[src/rtl/arb_pkg.sv]
// Shared constants and types for the 4-way round-robin arbiter.
package arb_pkg;

  localparam int unsigned ARB_NUM       = 4;
  localparam int unsigned ARB_KEY_WIDTH = 2;

  typedef logic [ARB_KEY_WIDTH-1:0] arb_key_t;

endpackage

[src/rtl/mux_4_to_1.sv]
// Plain 4:1 payload multiplexer selected by a 2-bit key.
module mux_4_to_1 #(
  parameter int unsigned DATA_WIDTH = 32
) (
  input  logic [1:0]                 i_key,
  input  logic [3:0][DATA_WIDTH-1:0] i_val,
  output logic [DATA_WIDTH-1:0]      o_val
);

  // Select the keyed word.
  always_comb begin
    o_val = '0;
    unique case (i_key)
      2'd0:    o_val = i_val[0];
      2'd1:    o_val = i_val[1];
      2'd2:    o_val = i_val[2];
      default: o_val = i_val[3];
    endcase
  end

endmodule

[src/rtl/arb_rr_4_to_1.sv]
// Round-robin arbiter merging four valid/ready channels into one registered output stage.
module arb_rr_4_to_1
  import arb_pkg::*;
#(
  parameter int unsigned DATA_WIDTH = 32
) (
  input  logic                       i_clk,
  input  logic                       i_rst,
  input  logic [ARB_NUM-1:0]         i_valid,
  input  logic [3:0][DATA_WIDTH-1:0] i_data,
  output logic [ARB_NUM-1:0]         o_ready,
  output logic                       o_valid,
  output logic [DATA_WIDTH-1:0]      o_data,
  output logic [ARB_KEY_WIDTH-1:0]   o_key,
  input  logic                       i_ready
);

  // First requester at or after ptr, wrapping modulo 4; returns ptr when nothing requests.
  function automatic arb_key_t rr_pick(input logic [ARB_NUM-1:0] req, input arb_key_t ptr);
    arb_key_t idx;
    rr_pick = ptr;
    // Walk offsets high to low so the nearest requester is the last one written.
    for (int i = ARB_NUM - 1; i >= 0; i--) begin
      idx = ptr + arb_key_t'(i);
      if (req[idx]) rr_pick = idx;
    end
  endfunction

  logic                  valid_q, valid_d;
  logic [DATA_WIDTH-1:0] data_q, data_d;
  arb_key_t              key_q, key_d;
  arb_key_t              ptr_q, ptr_d;

  logic                  load;
  logic                  any;
  arb_key_t              grant;
  logic [DATA_WIDTH-1:0] mux_val;

  mux_4_to_1 #(
    .DATA_WIDTH (DATA_WIDTH)
  ) u_mux (
    .i_key (grant),
    .i_val (i_data),
    .o_val (mux_val)
  );

  // Arbitration, source handshake and next-state of the output stage.
  always_comb begin
    load    = !valid_q || i_ready;
    any     = |i_valid;
    grant   = rr_pick(i_valid, ptr_q);
    o_ready = '0;
    valid_d = valid_q;
    data_d  = data_q;
    key_d   = key_q;
    ptr_d   = ptr_q;
    if (load && any && !i_rst) o_ready[grant] = 1'b1;
    if (load) begin
      if (any) begin
        valid_d = 1'b1;
        data_d  = mux_val;
        key_d   = grant;
        ptr_d   = grant + arb_key_t'(1);
      end else begin
        // Drained with nothing new: payload and key keep their last values.
        valid_d = 1'b0;
      end
    end
  end

  // Output register and round-robin pointer.
  always_ff @(posedge i_clk) begin
    if (i_rst) begin
      valid_q <= 1'b0;
      data_q  <= '0;
      key_q   <= '0;
      ptr_q   <= '0;
    end else begin
      valid_q <= valid_d;
      data_q  <= data_d;
      key_q   <= key_d;
      ptr_q   <= ptr_d;
    end
  end

  assign o_valid = valid_q;
  assign o_data  = data_q;
  assign o_key   = key_q;

endmodule

[config.mk]
export PLATFORM = sky130hd
export DESIGN_NAME = arb_rr_4_to_1
export DESIGN_NICKNAME = d
export VERILOG_FILES = /design/src/rtl/arb_pkg.sv /design/src/rtl/mux_4_to_1.sv /design/src/rtl/arb_rr_4_to_1.sv
export SDC_FILE = /design/constraint.sdc
export NUM_CORES = 1
export LEC_CHECK = 0
export CORE_ASPECT_RATIO = 1.2
export CORE_UTILIZATION = 35
export DETAILED_ROUTE_END_ITERATION = 7
export PLACE_DENSITY = 0.82
export RECOVER_POWER = 50
export SLEW_MARGIN = 40
export SYNTH_ARGS = -nofsm -noshare
export SYNTH_HDL_FRONTEND = slang
export SYNTH_SLANG_ARGS = --single-unit
export TNS_END_PERCENT = 30
[constraint.sdc]
create_clock -name i_clk -period 3.1 [get_ports i_clk]
set_input_delay 0.62 -clock i_clk [delete_from_list [all_inputs] [get_ports i_clk]]
set_output_delay 0.62 -clock i_clk [all_outputs]
set_load 0.02 [all_outputs]
==> results.md <==
* Result of the run: finished clean
* Die Area at roughly 7100 um^2
* Layout area overhead at 79.0%
* Core ar. at 6490 um^2
* CP Data Arrival Time at 2.46 ns
* Synth area leader: dfxtp_1
* First-pass GRT wire length at ~14,000 um
* IO Pins at roughly 170
* Number of synthesized register bits at 37
* CTS root buffer: clkbuf_8
* Type of the worst min-delay path: flip-flop to flip-flop
* Unique cell type count in the Yosys netlist at 27
* Post-synth EDFFs at 0
* CP required at 2.48 ns
* Total grt overflow at 0
* Post-DRT Antenna Nets at 0
* N_diodes at 0
* Slew HR at between 60 and 70%
* Number of vias per cell at 5.34
* Ys Warns at 0
* Vias at between 2,000 and 3,000
* Clk_skew at ~0.006 ns
* Routed length per instance at 16.5 um
* Max Slew Vio Count at 0
* Postcts setup bufs at 0
* Post-route DRC at 0
* Tot GR Track Use at 23.8%
* Post-route setup TNS at 0 ns
* Syn nets at a little over 400
* Period utilization at 99.4%
* Maximum vdd drop at approximately 240 uV
* PwrDens at about 480 nW/um^2
* Post-Synthesis Cells at 272
* Max_cap viols at 0
* P_leak at between 1.5 and 2 nW
* TritonCTS clock tree: done
* 1st-iter DRT viols at 177
* Initial antenna violation count at 0
* H-tree levels at 2
* Worst setup SP type: input pin
* FMAX at 324 MHz
* Syn_area_per_cell at ~8.8 um^2
* Hpwl dp at 6170 um
* Row count at 32
* Vias in the first global route at between 2,000 and 3,000
* Crit Path Max Fanout at 5
* Later-pin clock latency in the skew report at 0.28 ns
* Crit Path Class: input pin to output port
* RSZ-0062 raised after global routing: yes
* Yosys top cell area share at 31.1%
* Post-Syn Area at 2380 um^2
* Layout cell share with drive strength beyond 1 at 13.2%
* Initial core utilization at between 30 and 40%
* Clk sinks at 37
* Asr flop ratio synth at 0%
* Fin crit period at 3.08 ns
* Gp weighted congestion at 0.843
* Die X at 77.4 um
* Register area share after synthesis at 31.1%
* Most frequent cells after synthesis: nor2_1, dfxtp_1, a21oi_1, nand2b_1, a222oi_1
* PortBufs at between 150 and 200
* Design area at 4270 um^2
* Hold Vio Cnt, Final at 0
* Post-place instance area at 4160 um^2
* Num CTS Buffers at 5
* Synth area leaders: dfxtp_1, o22ai_2, a222oi_1
* Final WL at 8650 um
* Largest net degree at the start of global routing at 40
* Endpoints failing setup at 0
* Die height at slightly above 90 um
* Clk slew on worst S/H paths at 0.07 ns
* Clock Path Buffers at 2
* CP endpoint kind: output port
* Most numerous cell in the Yosys netlist: nor2_1
* DR pass1 iterations at 5
* Worst Tran Pin Value at 0.564 ns
* Post-synth top flop: dfxtp_1
* Nets at 578
## area by class of cell
cell class | instances | area (um^2)
Tap cell | 85 | 106
Inverter | 9 | 33.8
Timing Repair Buffer | 190 | 1840
Clock buffer | 7 | 86.3
Sequential cell | 37 | 741
Clock inverter | 1 | 30.0
Fill cell | 556 | 2220
Multi-Input combinational cell | 195 | 1430
## registers in the layout (all words and copies together), names as in the netlist
name,flops
o_data,32
o_key,2
ptr_q,2
o_valid,1
## layer usage
layer	track usage, %	part of all wire (%)
met1	26.2	40
met4	6.29	1.4
met3	5.52	7.1
met5	0	0
met2	45.1	52
## critical path, stage by stage
cell             delay, ns
clkdlybuf4s50_1       0.56
nor2b_1               0.21
nor2_1                0.08
a21oi_2               0.23
inv_1                 0.13
ha_1                  0.23
inv_1                 0.06
nor2_1                0.04
dlygate4sd2_1         0.31
## timing repair
| action | 4_1_cts | 5_1_grt |
|---|---|---|
| hold buffers | 0 | 0 |
| cloned | 0 | 0 |
| endpoints found under the setup margin | 4 | 6 |
| resized for setup | 5 | 6 |
## layout by cell type (no fill, tap or decap), drive strengths merged, types with 3 or more instances in the layout
cell type / instances
a21oi: 36
nor2: 41
a211oi: 3
a222oi: 32
inv: 9
ha: 5
buf: 17
nand2b: 34
clkbuf: 10
clkdlybuf4s50: 135
dfxtp: 37
nor2b: 3
o22ai: 33
dlygate4sd3: 34
## cell families after synthesis
| kind of cell | after synthesis | synth area share (%) |
|---|---|---|
| adders and majority gates | 5 | 2.62 |
| buffers and inverters | 40 | 9.34 |
| and+or+nand+nor | 81 | 17.5 |
| DFF | 37 | 31.1 |
| AOI/OAI and AO/OA | 109 | 39.5 |
## metrics by stage
stage | hold slack [ns] | power [mW] | util (%) | worst slack (ns) | instances
after floorplan | 0.504 | 1.22 | - | 0.347 | 272
after CTS | 0.493 | 2.11 | 66.0 | 0.0311 | 524
after detailed placement | 0.479 | 1.68 | 64.2 | -0.297 | 516
final | 0.489 | 2.06 | 65.8 | 0.0176 | 524
after global routing | 0.509 | 2.20 | 65.8 | -0.0981 | 524
after global placement | 0.471 | 1.65 | 64.2 | -0.127 | 516
## report_power, final
part           internal [mW]  switching, mW
Sequential             0.557         0.0432
Clock                  0.262          0.166
Combinational          0.507          0.528
## final timing paths
path              start    endpoint  slack [ns]  depth (start not counted)
min reg2reg  o_data[13]  o_data[13]        0.49                          2
min          o_data[13]  o_data[13]        0.49                          2
max reg2reg    ptr_q[1]   o_data[0]        0.64                         10
max          i_valid[0]  o_ready[2]        0.02                          9
Power figures use the tool's default switching activity.
